## src/rtl/uart_pkg.sv

```systemverilog
// uart_pkg: definitions shared by the UART receiver and the matching transmitter.
//   - uart_state_t : frame FSM states
//   - PARITY_*     : parity mode constants for the PARITY parameter
//   - calc_cycle / calc_half : clocks per bit and half-bit point
//   - majority3    : 2-of-3 vote used to filter line noise
package uart_pkg;

    typedef enum logic [2:0] {
        S_IDLE   = 3'd0,
        S_START  = 3'd1,
        S_DATA   = 3'd2,
        S_PARITY = 3'd3,
        S_STOP   = 3'd4
    } uart_state_t;

    localparam int PARITY_NONE = 0;
    localparam int PARITY_ODD  = 1;
    localparam int PARITY_EVEN = 2;

    // Clocks per bit; clk_fre is in MHz, baud_rate in bits per second.
    function automatic int calc_cycle(input int clk_fre, input int baud_rate);
        return (clk_fre * 1_000_000) / baud_rate;
    endfunction

    function automatic int calc_half(input int cycle);
        return cycle / 2;
    endfunction

    function automatic logic majority3(input logic a, input logic b, input logic c);
        return (a & b) | (a & c) | (b & c);
    endfunction

endpackage

```

## src/rtl/uart_rx_fifo.sv

```systemverilog
// uart_rx_fifo: small synchronous FIFO buffering received frames.
// Ports:
//   clk, rst_n      : clock, asynchronous active-low reset
//   wr_en, wr_data  : write request and entry
//   rd_en           : pop the head entry (ignored while empty)
//   rd_data         : head entry, forced to 0 while empty
//   empty, full     : occupancy flags
//   overrun         : one-cycle pulse after a write was dropped because the FIFO was full
module uart_rx_fifo #(
    parameter int WIDTH = 10,
    parameter int DEPTH = 4
) (
    input  logic             clk,
    input  logic             rst_n,
    input  logic             wr_en,
    input  logic [WIDTH-1:0] wr_data,
    input  logic             rd_en,
    output logic [WIDTH-1:0] rd_data,
    output logic             empty,
    output logic             full,
    output logic             overrun
);

    localparam int AW = $clog2(DEPTH);

    // Pointers carry one extra MSB so full and empty can be told apart.
    logic [AW:0]      wr_ptr;
    logic [AW:0]      rd_ptr;
    logic [WIDTH-1:0] mem [DEPTH];
    logic             do_rd;
    logic             do_wr;

    assign empty = (wr_ptr == rd_ptr);
    assign full  = (wr_ptr[AW] != rd_ptr[AW]) && (wr_ptr[AW-1:0] == rd_ptr[AW-1:0]);

    // A read in the same cycle frees a slot, so a write to a full FIFO still succeeds.
    assign do_rd = rd_en && !empty;
    assign do_wr = wr_en && (!full || do_rd);

    assign rd_data = empty ? '0 : mem[rd_ptr[AW-1:0]];

    always_ff @(posedge clk or negedge rst_n) begin
        if (!rst_n) begin
            wr_ptr  <= '0;
            rd_ptr  <= '0;
            overrun <= 1'b0;
        end else begin
            overrun <= wr_en && full && !do_rd;
            if (do_wr) begin
                wr_ptr <= wr_ptr + (AW+1)'(1);
            end
            if (do_rd) begin
                rd_ptr <= rd_ptr + (AW+1)'(1);
            end
        end
    end

    // Storage needs no reset: it is only visible through rd_data when non-empty.
    always_ff @(posedge clk) begin
        if (do_wr) begin
            mem[wr_ptr[AW-1:0]] <= wr_data;
        end
    end

endmodule

```

## src/rtl/uart_rx_param.sv

```systemverilog
// uart_rx_param: parameterised UART receiver with a small receive FIFO.
// Ports:
//   clk, rst_n     : clock, asynchronous active-low reset
//   rx_pin         : asynchronous serial input, idle high
//   rx_data        : head-of-FIFO data (LSB received first)
//   rx_frame_err   : head entry had its stop bit sampled low
//   rx_parity_err  : head entry failed the parity check (always 0 without parity)
//   rx_data_valid  : FIFO holds at least one entry
//   rx_data_ready  : consumer takes the head entry when high together with valid
//   rx_overrun     : one-cycle pulse when a frame is dropped on a full FIFO
module uart_rx_param
    import uart_pkg::*;
#(
    parameter int CLK_FRE    = 27,
    parameter int BAUD_RATE  = 9600,
    parameter int DATA_BITS  = 8,
    parameter int PARITY     = 0,
    parameter int FIFO_DEPTH = 4
) (
    input  logic                 clk,
    input  logic                 rst_n,
    input  logic                 rx_pin,
    output logic [DATA_BITS-1:0] rx_data,
    output logic                 rx_frame_err,
    output logic                 rx_parity_err,
    output logic                 rx_data_valid,
    input  logic                 rx_data_ready,
    output logic                 rx_overrun
);

    localparam int CYCLE  = calc_cycle(CLK_FRE, BAUD_RATE);
    localparam int HALF   = calc_half(CYCLE);
    localparam int CNT_W  = $clog2(CYCLE) + 1;
    localparam int FIFO_W = DATA_BITS + 2;

    localparam logic [CNT_W-1:0] CNT_HALF_M2 = CNT_W'(HALF - 2);
    localparam logic [CNT_W-1:0] CNT_HALF_M1 = CNT_W'(HALF - 1);
    localparam logic [CNT_W-1:0] CNT_HALF    = CNT_W'(HALF);
    localparam logic [CNT_W-1:0] CNT_LAST    = CNT_W'(CYCLE - 1);
    localparam logic [2:0]       LAST_BIT    = 3'(DATA_BITS - 1);

    logic                 sync_meta;
    logic                 sync_q;
    logic                 sync_prev;
    logic                 fall;

    uart_state_t          state;
    uart_state_t          state_next;
    logic [CNT_W-1:0]     cycle_cnt;
    logic [CNT_W-1:0]     cnt_next;
    logic [2:0]           bit_cnt;
    logic [2:0]           bit_next;
    logic [DATA_BITS-1:0] shift_data;
    logic [DATA_BITS-1:0] data_next;
    logic                 samp_a;
    logic                 samp_b;
    logic                 a_next;
    logic                 b_next;
    logic                 par_bit;
    logic                 par_next;
    logic                 bit_val;
    logic                 parity_err_calc;
    logic                 fifo_wr;
    logic [FIFO_W-1:0]    wr_word;
    logic [FIFO_W-1:0]    head_word;
    logic                 fifo_empty;
    logic                 fifo_full;
    logic                 fifo_rd;

    // Two-flop synchronizer, plus a third flop holding the previous synchronized
    // value for falling-edge detection. Resetting to 1 matches an idle line.
    always_ff @(posedge clk or negedge rst_n) begin
        if (!rst_n) begin
            sync_meta <= 1'b1;
            sync_q    <= 1'b1;
            sync_prev <= 1'b1;
        end else begin
            sync_meta <= rx_pin;
            sync_q    <= sync_meta;
            sync_prev <= sync_q;
        end
    end

    assign fall = sync_prev && !sync_q;

    // Samples at HALF-2 and HALF-1 are held; the vote completes with the HALF sample.
    assign bit_val = majority3(samp_a, samp_b, sync_q);

    always_comb begin
        parity_err_calc = 1'b0;
        if (PARITY != PARITY_NONE) begin
            parity_err_calc = ((^shift_data) ^ par_bit) != (PARITY == PARITY_ODD);
        end
    end

    assign wr_word = {shift_data, ~bit_val, parity_err_calc};

    // Frame FSM state and datapath registers.
    always_ff @(posedge clk or negedge rst_n) begin
        if (!rst_n) begin
            state      <= S_IDLE;
            cycle_cnt  <= '0;
            bit_cnt    <= '0;
            shift_data <= '0;
            samp_a     <= 1'b1;
            samp_b     <= 1'b1;
            par_bit    <= 1'b0;
        end else begin
            state      <= state_next;
            cycle_cnt  <= cnt_next;
            bit_cnt    <= bit_next;
            shift_data <= data_next;
            samp_a     <= a_next;
            samp_b     <= b_next;
            par_bit    <= par_next;
        end
    end

    // Next-state logic. The stop bit is written at mid-bit and the FSM returns
    // to idle right away, so a following start edge is never missed.
    always_comb begin
        state_next = state;
        cnt_next   = cycle_cnt + CNT_W'(1);
        bit_next   = bit_cnt;
        data_next  = shift_data;
        a_next     = samp_a;
        b_next     = samp_b;
        par_next   = par_bit;
        fifo_wr    = 1'b0;

        if (cycle_cnt == CNT_HALF_M2) begin
            a_next = sync_q;
        end
        if (cycle_cnt == CNT_HALF_M1) begin
            b_next = sync_q;
        end

        case (state)
            S_IDLE: begin
                cnt_next = '0;
                if (fall) begin
                    state_next = S_START;
                    bit_next   = '0;
                end
            end
            S_START: begin
                if (cycle_cnt == CNT_HALF_M1 && sync_q) begin
                    state_next = S_IDLE;
                    cnt_next   = '0;
                end else if (cycle_cnt == CNT_LAST) begin
                    state_next = S_DATA;
                    cnt_next   = '0;
                    bit_next   = '0;
                end
            end
            S_DATA: begin
                if (cycle_cnt == CNT_HALF) begin
                    data_next[bit_cnt] = bit_val;
                end
                if (cycle_cnt == CNT_LAST) begin
                    cnt_next = '0;
                    if (bit_cnt == LAST_BIT) begin
                        bit_next   = '0;
                        state_next = (PARITY != PARITY_NONE) ? S_PARITY : S_STOP;
                    end else begin
                        bit_next = bit_cnt + 3'd1;
                    end
                end
            end
            S_PARITY: begin
                if (cycle_cnt == CNT_HALF) begin
                    par_next = bit_val;
                end
                if (cycle_cnt == CNT_LAST) begin
                    state_next = S_STOP;
                    cnt_next   = '0;
                end
            end
            S_STOP: begin
                if (cycle_cnt == CNT_HALF) begin
                    fifo_wr    = 1'b1;
                    state_next = S_IDLE;
                    cnt_next   = '0;
                end
            end
            default: begin
                state_next = S_IDLE;
                cnt_next   = '0;
            end
        endcase
    end

    assign fifo_rd = rx_data_valid && rx_data_ready;

    uart_rx_fifo #(
        .WIDTH (FIFO_W),
        .DEPTH (FIFO_DEPTH)
    ) u_fifo (
        .clk     (clk),
        .rst_n   (rst_n),
        .wr_en   (fifo_wr),
        .wr_data (wr_word),
        .rd_en   (fifo_rd),
        .rd_data (head_word),
        .empty   (fifo_empty),
        .full    (fifo_full),
        .overrun (rx_overrun)
    );

    assign rx_data_valid = !fifo_empty;
    assign {rx_data, rx_frame_err, rx_parity_err} = head_word;

    // Full is only observed inside the FIFO; keep it for debug visibility.
    logic unused_full;
    assign unused_full = fifo_full;

endmodule

```

## config.mk

```make
export PLATFORM = sky130hd
export DESIGN_NAME = uart_rx_param
export DESIGN_NICKNAME = d
export VERILOG_FILES = /design/src/rtl/uart_pkg.sv /design/src/rtl/uart_rx_fifo.sv /design/src/rtl/uart_rx_param.sv
export SDC_FILE = /design/constraint.sdc
export NUM_CORES = 1
export LEC_CHECK = 0
export ABC_CLOCK_PERIOD_IN_PS = 2000
export BUFFER_PORTS_ARGS = -buffer_cell sky130_fd_sc_hd__buf_2
export CAP_MARGIN = 20
export CORE_ASPECT_RATIO = 1.5
export CORE_UTILIZATION = 40
export CTS_CLUSTER_DIAMETER = 60
export DETAILED_ROUTE_END_ITERATION = 8
export SLEW_MARGIN = 10
export SYNTH_ARGS = -nofsm -noshare
export SYNTH_HDL_FRONTEND = slang
export SYNTH_SLANG_ARGS = --single-unit
```

## constraint.sdc

```tcl
create_clock -name clk -period 2 [get_ports clk]
set_input_delay 0.1 -clock clk [delete_from_list [all_inputs] [get_ports clk]]
set_output_delay 0.1 -clock clk [all_outputs]
set_load 0.03 [all_outputs]
```

* After elaboration in Yosys (flattened, before gate mapping) *
Memory sizes are Yosys's and may differ from the RTL's.
Cells that the tools add are included.

word-level totals
  register bits = 39
  logic and storage cells = 91
  output and inout port bits = 12
  memories kept = 1
  RAM bits = 36
  input bits = 4

memories
  memory      depth  bits a word  read ports  clocked after memory_dff  write ports  line                source
  u_fifo.mem  4      9            1           0                         1            uart_rx_fifo.sv:29  logic [WIDTH-1:0] mem [DEPTH];

cells by class
  magnitude comparators = 2
  bitwise operators = 6
  reductions and logical operators = 20
  $add $sub $neg = 4
  equality and inequality tests = 20
  muxes and demuxes = 26

operator list
  cell                     number
  $eq A13 B11 Y1 const B   3
  $mux W13                 3
  $pmux W13 S3             1
  $mux W3                  12
  $pmux W3 S5              1
  $ne A2 B2 Y1 const B     7
  $add A13 B1 Y13 const B  1
  $eq A13 B12 Y1 const B   1
  $mux W10                 1
  $add A3 B1 Y3 const B    3
  $logic_and A1 B1 Y1      9
  $pmux W3 S3              1
  $bwmux W8                1
  $eq A3 B2 Y1 const B     2
  $eq A3 B3 Y1 const B     2
  $reduce_and A6 Y1        1
  $mux W1                  5
  $reduce_and A5 Y1        1
  $logic_not A1 Y1         4
  $lt A3 B4 Y1 const B     1
  $and A1 B1 Y1            3
  $demux W1 S3             1
  $eq A3 B1 Y1 const B     1
  $eq A3 B3 Y1             1
  other kinds (11)         12

* Longest topological paths before layout *
Gate-level depths: netlist of run 1.

  depth after elaboration = 8
  gate-level depth with buffers = 6
  gate-level depth less buffers = 6

* By module *
Synthesis of run 1 repeated with hierarchy kept, for this count alone.

second synthesis, totals
  cell total of the unflattened synthesis = 257
  area total of the unflattened synthesis = 3614.7 µm²

by module, submodules not included
  module         seq. area each (µm²)  area each (µm²)  cells each  instances
  uart_rx_fifo   1376.3                1956.9           103         1
  uart_rx_param  807.0                 1657.8           154         1

* Worst setup path before layout of run 1 *
Ideal clock, no wire load.

  path type = reg2reg
  start = register cycle_cnt[9]
  end = memory u_fifo.mem[2][0] (netlist name), enable pin
  arrival time = 1.881 ns
  buffers on the path = 0
  path slack = -0.219 ns
  data required time = 1.663 ns
  setup time = 0.337 ns
  stages on the path, launching flop included = 5
  cell sequence = dfrtp_1 -> or4_4 -> nor3_1 -> and3_1 -> and2_1

between the ends
  word-level cells in the longest chain between the ends = 6

RTL lines
  element                        line                  source
  start, declared                uart_rx_param.sv:49   logic [CNT_W-1:0] cycle_cnt;
  start signal, assigned         uart_rx_param.sv:110  cycle_cnt <= cnt_next;
  $eq A13 B11 Y1                 uart_rx_param.sv:180  if (cycle_cnt == CNT_HALF) begin
  $mux W1                        uart_rx_param.sv:180
  $mux W1                        uart_rx_param.sv:138  case (state)
  $logic_and A1 B1 Y1            uart_rx_fifo.sv:38    assign do_wr = wr_en && (!full || do_rd);
  $mux W1                        uart_rx_fifo.sv:60    if (do_wr) begin
  $mux W1 (not written as such)  uart_rx_fifo.sv:61    mem[wr_ptr[AW-1:0]] <= wr_data;
  end, declared                  uart_rx_fifo.sv:29

No other way between the ends.

* Final worst setup path of run 1 *
  start = register cycle_cnt[9]
  end = register u_fifo.wr_ptr[1]

between the ends
  word-level cells in the longest chain between the ends = 4

RTL lines
  element               line                  source
  $eq A13 B11 Y1        uart_rx_param.sv:180
  $mux W1               uart_rx_param.sv:180
  $mux W1               uart_rx_param.sv:138
  $logic_and A1 B1 Y1   uart_rx_fifo.sv:38
  end signal, assigned  uart_rx_fifo.sv:50    wr_ptr <= wr_ptr + (AW+1)'(1);
  end, declared         uart_rx_fifo.sv:27    logic [AW:0] wr_ptr;

No other way between the ends.
A chain may end at the register's enable or synchronous reset.

==> results.md, run 1 <==
- Die area: 8980 um^2
- Worst-path clk slew: 0.06 ns
- Worst skew pair latency: 0.33 ns
- Net count after synthesis: 252
- Synth unique cells: 47
- CP Max Fanout: 5
- Final nets: 306
- WP data arrival: 2.28 ns
- Die Y: 116 um
- # diodes: 0
- Critical Path End Type: register
- Max Buffers Root-to-Sink: 2
- Die Width: about 80 um
- Final clock skew: 0.00486 ns
- Total track usage: between 10% and 20%
- Worst-case vdd ir drop: 0.528 mV
- Logic gate share of total power: 13.3%
- Utilization after layout: 52.5%
- First-pass GRT wire length: 9.99 mm
- Setup WS pre-CTS: -0.0834 ns
- Int Pwr: 3.12 mW
- Post-synth EDFFs: 36
- Worst Hold Class: input pin to register
- Clk pwr share: around 45%
- Worst Setup Slack, final: -0.0588 ns
- Warnings, synthesis: 0
- Relative slew slack: 40.2%
- Initial DRC Count: 99
- Asr flop ratio synth: between 50% and 60%
- TritonCTS clock tree: done
- NetSw: a little over 0.9 mW
- Routed WL: 6.29 mm
- Worst hold margin: 0.0819 ns
- Largest net degree at the start of global routing: 40
- Setup violators final: 39
- Crit start category: register
- Fin crit period: between 2 and 2.5 ns
- Placed cells: around 380
- Outcome: complete, but fails checks
- # IOs: 16
- Fin. max-slew vios: 0
- Wirelength per Cell: 15.6 um
- Initial antenna violation count: 0
- Sw Ratio: between 20% and 30%
- Crit share post-route: 103%
- Power per cell area: 918 nW/um^2
- Synthesized area: between 3000 and 4000 um^2
- Max-Cap Viols: 0
- Cell count after synthesis: 237
- Routed vias/inst: 5.08
- Pleak: 1.83 nW
- Non-filler instance count after layout: 403
- Avg Inst Size Synth: roughly 15 um^2
- Std cell rows: 41
- Worst EP required: 2.22 ns
- DP Wirelength: slightly above 4 mm
- Overall Power: 4.03 mW
- Max Freq: 486 MHz
- DRC viols: 0
- Gr ovfl total: 0
- Setup CP Type: register to register
- Seq/Total Area, Yosys: approximately 60%
- Final Hold Vio Count: 0
- Core area: 8360 um^2
- DRT antenna net count: 0
- Sink Count: 75
- Reg2Reg Setup Slack: -0.06 ns
- TritonCTS buffer count: 9
- Port buffer count: 14
- Via count: 2,046
- Root Driver: clkbuf_16
- CTS H-tree depth: 3
- RSZ-0062 raised after global routing: yes
- Area Growth Syn to Fin: 27.7%
- Initial Utilization: 41.1%
- Failing checks: setup timing
- Leading register cell type out of synthesis: edfxtp_1
- Flops & latches, synth: between 70 and 80
- Vias in the first global route: 2,033
- GP Congestion: 0.792
- Layout cells sized above 1: 41.2%
- Pre-antenna DRT Iters: 5
- Slew @ Worst Pin: approximately 0.9 ns
- Flop pwr share: 41.7%
## synthesized netlist by cell type, types with 2 or more instances
master,n,area [um^2]
a21oi_1,13,65.1
and2_1,12,75.1
and3_1,4,25.0
and4_1,3,26.3
and4bb_2,2,25.0
buf_2,2,10.0
buf_6,2,22.5
clkbuf_1,3,11.3
dfrtp_1,34,851
dfstp_2,5,131
edfxtp_1,36,1080
ha_1,11,138
inv_1,9,33.8
mux2_2,14,158
mux4_2,9,203
nand2_1,9,33.8
nand3_1,7,35.0
nand3b_1,2,15.0
nand4_1,6,37.5
nand4b_1,4,35.0
nor2_1,4,15.0
nor2b_1,2,12.5
nor3_1,2,10.0
o21ai_0,3,15.0
xnor2_1,9,78.8
xor2_1,9,78.8
## layout make-up
class                   instances  area (um^2)
inverters                       9         33.8
well taps                     107          134
fillers                       718         3970
clock inverters                 5          103
clock buffers                  11          233
multi-input cells             145         1420
flip-flops and latches         75         2060
repair buffers                 51          410
## worst max-delay path: stages (launching register included)
cell	delay, ns
dfrtp_1	0.37
or4_4	0.55
buf_4	0.16
nor3_4	0.17
and3_4	0.25
buf_4	0.12
mux2_2	0.32
## placed cells by master, fill, tap and decap left out, types with 3 or more instances in the layout
| cell | Yosys | final |
|---|---|---|
| clkbuf_16 | 0 | 10 |
| nand4b_1 | 4 | 4 |
| mux2_2 | 14 | 11 |
| a21oi_2 | 0 | 10 |
| and2_1 | 12 | 9 |
| nor2_1 | 4 | 4 |
| bufinv_16 | 0 | 3 |
| and3_1 | 4 | 3 |
| xnor2_1 | 9 | 9 |
| o21ai_0 | 3 | 3 |
| dfrtp_1 | 34 | 34 |
| buf_4 | 1 | 28 |
| mux2_4 | 0 | 3 |
| buf_2 | 2 | 14 |
| nand2_1 | 9 | 9 |
| xor2_1 | 9 | 9 |
| ha_1 | 11 | 10 |
| buf_6 | 2 | 4 |
| mux4_2 | 9 | 9 |
| inv_1 | 9 | 8 |
| dfstp_2 | 5 | 5 |
| nand3_1 | 7 | 7 |
| and4_1 | 3 | 3 |
| edfxtp_1 | 36 | 36 |
| nand4_1 | 6 | 6 |
| and2_4 | 0 | 4 |
## kinds of logic (layout without fill, tap and decap cells)
kind of cell	Yosys count	in the layout	synth area share, %
flops	75	75	60.0
simple gates	67	68	12.9
compound gates	23	23	5.02
mux	23	23	10.5
xor+xnor	18	18	4.58
buf+inv	18	76	2.58
fa+ha+maj	12	12	4.29
other cells	1	1	0.109
## worst paths after layout
path | to | from | depth (start not counted)
max | u_fifo.wr_ptr[1]$_DFFE_PN0P_ | cycle_cnt[9]$_DFF_PN0_ | 6
min | u_fifo.rd_ptr[0]$_DFFE_PN0P_ | rx_data_ready | 3
max reg2reg | u_fifo.wr_ptr[1]$_DFFE_PN0P_ | cycle_cnt[9]$_DFF_PN0_ | 6
min reg2reg | sync_q$_DFF_PN1_ | sync_meta$_DFF_PN1_ | 0
max in group asynchronous | u_fifo.wr_ptr[2]$_DFFE_PN0P_ | rst_n | 2
min in group asynchronous | cycle_cnt[7]$_DFF_PN0_ | rst_n | 2
## per-stage QoR
stage | TNS (ns) | cell area (um^2)
4_1_cts | -0.490 | 4190
3_5_place_dp | -1.39 | 3820
3_3_place_gp | -1.06 | 3820
6_report | -1.23 | 4390
5_1_grt | -4.52 | 4390
2_1_floorplan | -0.100 | 3450
## power groups by stage
stage	sequential (mW)	combinational (mW)	clock (mW)
4_1_cts	1.68	0.517	1.86
5_1_grt	1.69	0.593	1.92
6_report	1.68	0.536	1.81
2_1_floorplan	1.71	0.352	0
3_3_place_gp	1.71	0.505	0
3_5_place_dp	1.71	0.513	0
## what timing repair did
action	4_1_cts	5_1_grt
endpoints found under the hold margin	35	0
pin swaps	1	20
hold buffers	2	0
endpoints found under the setup margin	53	44
gates cloned	0	2
setup buffers	0	8
resized for setup	4	28
## state kept, by name, indices dropped and copies added, names as in the netlist
| signal | flops |
|---|---|
| samp_b | 1 |
| shift_data | 8 |
| bit_cnt | 3 |
| sync_meta | 1 |
| samp_a | 1 |
| sync_prev | 1 |
| u_fifo.mem | 36 |
| cycle_cnt | 13 |
| u_fifo.wr_ptr | 3 |
| u_fifo.overrun | 1 |
| u_fifo.rd_ptr | 3 |
| state | 3 |
| sync_q | 1 |
## metal layers
layer | global-route usage (%) | share of wire (%) | vias up | wire, um
met1 | 16.6 | 40 | 1017 | 2540
met2 | 26.7 | 54 | 24 | 3410
met3 | 3.78 | 2.5 | 15 | 158
met4 | 8.30 | 2.8 | 0 | 179
met5 | 0 | 0 | - | 0
li1 | - | - | 990 | -
(Power assumes the default switching activity.)
==> run 2, diff against run 1 <==
ABC_CLOCK_PERIOD_IN_PS = 2500   (was 2000)
clock period = 2.5 ns   (was 2 ns; I/O delays follow)
==> results.md, run 2 (synthesized netlist as in run 1, its figures left out) <==
- Area Growth Syn to Fin: 15.5%
- Crit path cell chain: ha_1 -> nor4b_1 -> a41oi_1 -> a2111oi_4 -> mux2_2
- Setup violators final: 0
- First-pass GRT wire length: a little under 10 mm
- Worst Hold Class: input pin to register
- CP Max Fanout: 6
- RSZ-0062 raised after global routing: no
- Core area: 8360 um^2
- GP Congestion: a little under 0.8
- Power per cell area: 776 nW/um^2
- # IOs: 16
- Initial antenna violation count: 0
- Initial Utilization: 41.1%
- Overall Power: between 3 and 4 mW
- Outcome: finished, final reports clean
- Non-filler instance count after layout: 373
- Sink Count: 75
- Routed WL: 5.70 mm
- Initial DRC Count: 121
- Layout cells sized above 1: 27.1%
- # diodes: 0
- Routed vias/inst: 5.12
- Die Y: 116 um
- Pleak: around 1.6 nW
- Crit share post-route: 91.4%
- CTS H-tree depth: 3
- Crit start category: register
- Relative slew slack: 39.7%
- Final nets: 276
- Fin. max-slew vios: 0
- Die Width: 77.7 um
- Max incr delay on CP: roughly 0.45 ns
- Worst EP required: 2.72 ns
- R2r startpoint: cycle_cnt[0]$_DFF_PN0_
- Final clock skew: slightly above 0.007 ns
- Slew @ Worst Pin: 0.904 ns
- Fin crit period: approximately 2.3 ns
- Reg-to-Reg End: bit_cnt[0]$_DFFE_PN0P_
- Std cell rows: 41
- DRC viols: 0
- Slowest CP cell: a2111oi_4
- Worst-case vdd ir drop: 0.463 mV
- Pre-antenna DRT Iters: 4
- Sum Neg Setup Slack: 0 ns
- Max FFs per register: 36
- Max-Cap Viols: 0
- Root Driver: clkbuf_16
- Crit path launch: cycle_cnt[0]$_DFF_PN0_
- Placed cells: 355
- DP Wirelength: around 4 mm
- Largest net degree at the start of global routing: 40
- Number of buffers and inverters on the critical path: 0
- Commonest non-fill, non-tap cell in the layout: edfxtp_1
- Wirelength per Cell: 15.3 um
- Max Freq: 438 MHz
- Vias in the first global route: ~2,000
- Fill cells: approximately 730
- Delay-heaviest family, CP: compound AO/OA/AOI/OAI gates
- R2R depth: 5
- WP data arrival: 2.50 ns
- Worst skew pair latency: around 0.34 ns
- Setup CP Type: register to register
- TritonCTS buffer count: 9
- Gr ovfl total: 0
- DRT antenna net count: 0
- Most frequent cells in the layout: 36 x edfxtp_1, 34 x dfrtp_1, 14 x mux2_2, 14 x buf_2, 13 x a21oi_1
- Worst-path clk slew: roughly 0.06 ns
- Total track usage: 14.6%
- Die area: about 9000 um^2
- # Post-CTS Setup Buffers: 0
- Max Buffers Root-to-Sink: 2
- Critical Path End Type: register
- Final Hold Vio Count: 0
- Reg2Reg Setup Slack: 0.22 ns
- Worst Hold Path Cells: 3
- Via count: ~1,900
- TritonCTS clock tree: done
- Hold Startpoint: rx_data_ready
- Port buffer count: 14
- Worst Hold Path EP: u_fifo.rd_ptr[2]$_DFFE_PN0P_
run 2: cell types whose count changed in the layout (fill, tap and decap cells not counted), sizes merged:
cell,delta
clkinv,+2
clkbuf,-2
and2,-1
bufinv,-1
buf,-28
run 2: report_power, final:
group / total (mW) / switching [mW] / internal, mW
registers: 1.35 / 0.0290 / 1.32
logic: 0.363 / 0.204 / 0.159
clock network: 1.37 / 0.493 / 0.875
total: 3.08 / 0.727 / 2.35
run 2: per-layer routing:
metal	part of all wire [%]	wire length, um	GRT usage [%]
met4	2.4	136	9.06
met3	2.1	117	2.60
met2	54	3090	26.0
met1	41	2360	16.1
met5	0	0	0
run 2: metrics by stage:
stage | cell area (um^2) | utilization (%) | setup WS, ns | hold WS (ns)
6_report | 3970 | 47.5 | 0.216 | 0.105
5_1_grt | 3970 | 47.5 | 0.0203 | 0.140
4_1_cts | 3970 | 47.5 | 0.206 | 0.105
3_5_place_dp | 3630 | 43.5 | 0.210 | 0.232
3_3_place_gp | 3630 | 43.5 | 0.251 | 0.229
2_1_floorplan | 3440 | - | 0.281 | -0.171
run 2: timing repair:
item / CTS / global route
resized for setup: 0 / 0
hold buffers: 2 / 0
hold endpoints to repair: 35 / 0
run 2: final cells by class:
type	count	area, um^2	share of cell area, %
sequential	75	2060	51.9
multi-input combinational	144	1290	32.4
clock buffer	10	229	5.76
timing repair buffer	22	135	3.40
tap	107	134	3.37
clock inverter	6	90.1	2.27
inverter	9	33.8	0.850
run 2: worst max-delay path by stage:
stage                                       to  slack, ns  depth (start not counted)
global placement    u_fifo.mem[1][2]$_DFFE_PP_       0.25                          4
CTS                     bit_cnt[1]$_DFFE_PN0P_       0.21                          5
finish                  bit_cnt[0]$_DFFE_PN0P_       0.22                          5
detailed placement  u_fifo.mem[0][4]$_DFFE_PP_       0.21                          4
global route        u_fifo.mem[2][7]$_DFFE_PP_       0.02                          4
floorplan           u_fifo.mem[2][0]$_DFFE_PP_       0.28                          4
run 2: tightest hold or removal path: cells and delay by family:
family,cells,cell delay (ns)
buffers and inverters,1,0.11
and+or+nand+nor,1,0.09
xor gates and xnor gates,1,0.06
==> run 3, diff against run 2 <==
SETUP_SLACK_MARGIN = 0.3   (was default)
==> results.md, run 3 (synthesized netlist as in run 1, its figures left out) <==
- Outcome: finished, final reports clean
- Largest net degree at the start of global routing: 40
- Worst EP required: 2.52 ns
- Final Hold Vio Count: 0
- Routed WL: ~6 mm
- # diodes: 0
- Non-filler instance count after layout: 379
- Fill cells: 760
- DRT antenna net count: 0
- Pleak: 1.65 nW
- Max Buffers Root-to-Sink: 2
- CTS H-tree depth: 3
- Final instance area: 4040 um^2
- Sink Count: 75
- Crit path cell chain: or4_4 -> nor3_4 -> buf_4 -> nand4_1 -> clkinvlp_4
- Reg2Reg Setup Slack: around 0.35 ns
- Die Width: 77.7 um
- Worst Hold Path EP: u_fifo.rd_ptr[0]$_DFFE_PN0P_
- Worst-path clk slew: roughly 0.060 ns
- RSZ-0062 raised after global routing: yes
- Worst Setup Slack, final: 0.355 ns
- Worst-case vdd ir drop: 0.357 mV
- Initial antenna violation count: 0
- Hold Startpoint: rx_data_ready
- Crit start category: register
- Final clock skew: 0.00691 ns
- Routed vias/inst: approximately 5.1
- Most frequent cells in the layout: 36 x edfxtp_1, 33 x dfrtp_1, 14 x mux2_2, 14 x buf_2, 13 x a21oi_1
- WP data arrival: 2.16 ns
- Die area: 8980 um^2
- Std cell rows: 41
- TritonCTS clock tree: done
- Die Y: 116 um
- Slew @ Worst Pin: 0.882 ns
- Commonest non-fill, non-tap cell in the layout: edfxtp_1
- Max incr delay on CP: 0.58 ns
- Worst Hold Class: input pin to register
- Port buffer count: 14
- Gr ovfl total: 0
- Area of the multi-input gates: roughly 1300 um^2
- Sum Neg Setup Slack: 0 ns
- Power per cell area: 756 nW/um^2
- Max-Cap Viols: 0
- DP Wirelength: 4.14 mm
- Layout cells sized above 1: 29.8%
- Core area: 8360 um^2
- # IOs: 16
- Fin crit period: between 2 and 2.5 ns
- Fin. max-slew vios: 0
- First-pass GRT wire length: around 10 mm
- Crit share post-route: 85.8%
- Relative slew slack: roughly two fifths
- Max FFs per register: 36
- Area Growth Syn to Fin: 17.5%
- Setup CP Type: register to register
- Critical Path End Type: register
- Vias in the first global route: between 2,000 and 2,500
- R2r startpoint: cycle_cnt[9]$_DFF_PN0_
- Utilization after layout: 48.3%
- Reg-to-Reg End: u_fifo.mem[3][2]$_DFFE_PP_
- GP Congestion: between 0.8 and 0.9
- Initial Utilization: 41.1%
- R2R depth: 5
- Seq. cell area: 2060 um^2
- Pre-antenna DRT Iters: 4
- Overall Power: between 3 and 4 mW
- Placed cells: roughly 360
- Via count: 1,941
- DRC viols: 0
- DP Area: roughly 3700 um^2
- Slowest CP cell: or4_4
- Worst hold margin: 0.114 ns
- TritonCTS buffer count: 9
- CP Max Fanout: 7
- Root Driver: clkbuf_16
- Final nets: about 280
- Setup WS pre-CTS: 0.262 ns
- Worst skew pair latency: 0.32 ns
- Worst Hold Path Cells: 3
- Wirelength per Cell: ~16 um
- Total track usage: 14.8%
- Setup violators final: 0
- Initial DRC Count: between 70 and 80
- Max Freq: 466 MHz
==> run 3: routing by layer <==
metal  share of wire [%]  global-route usage, %
met3                 2.1                   4.33
met2                  57                   28.3
met1                  40                   15.2
met5                   0                      0
met4                 1.1                   5.28
==> run 3: where the power goes <==
group | leakage [nW] | internal [mW] | switching, mW | total (mW)
clock | 0.149 | 0.862 | 0.451 | 1.31
combinational | 0.595 | 0.172 | 0.218 | 0.390
sequential | 0.906 | 1.32 | 0.0326 | 1.35
total | 1.65 | 2.36 | 0.702 | 3.06
==> run 3: worst max path at each step <==
stage / startpoint / to / cells past startpoint
floorplan: cycle_cnt[9]$_DFF_PN0_ / u_fifo.mem[2][0]$_DFFE_PP_ / 4
global placement: cycle_cnt[0]$_DFF_PN0_ / bit_cnt[0]$_DFFE_PN0P_ / 5
detailed placement: cycle_cnt[0]$_DFF_PN0_ / bit_cnt[1]$_DFFE_PN0P_ / 5
CTS: cycle_cnt[9]$_DFF_PN0_ / u_fifo.mem[3][2]$_DFFE_PP_ / 5
global route: cycle_cnt[9]$_DFF_PN0_ / u_fifo.mem[3][2]$_DFFE_PP_ / 5
finish: cycle_cnt[9]$_DFF_PN0_ / u_fifo.mem[3][2]$_DFFE_PP_ / 5
==> run 3: what timing repair did <==
item,CTS,global route
pin swaps,0,2
setup buffers,0,1
cloned,0,1
hold buffers,2,0
hold endpoints to repair,35,0
setup endpoints to repair,12,53
gates resized for setup,3,5
==> run 3: layout make-up <==
type	count	share of cell area, %
Inverter	9	0.929
Multi-Input combinational cell	144	32.5
Sequential cell	75	51.1
Tap cell	107	3.31
Timing Repair Buffer	27	4.36
Clock buffer	15	6.90
Timing Repair inverter	1	0.186
Clock inverter	1	0.743
==> run 3: critical path, delay by kind of cell, from the launching register on <==
family	cells	cell delay (ns)
buf+inv	2	0.42
flops	1	0.45
simple gates	3	0.97
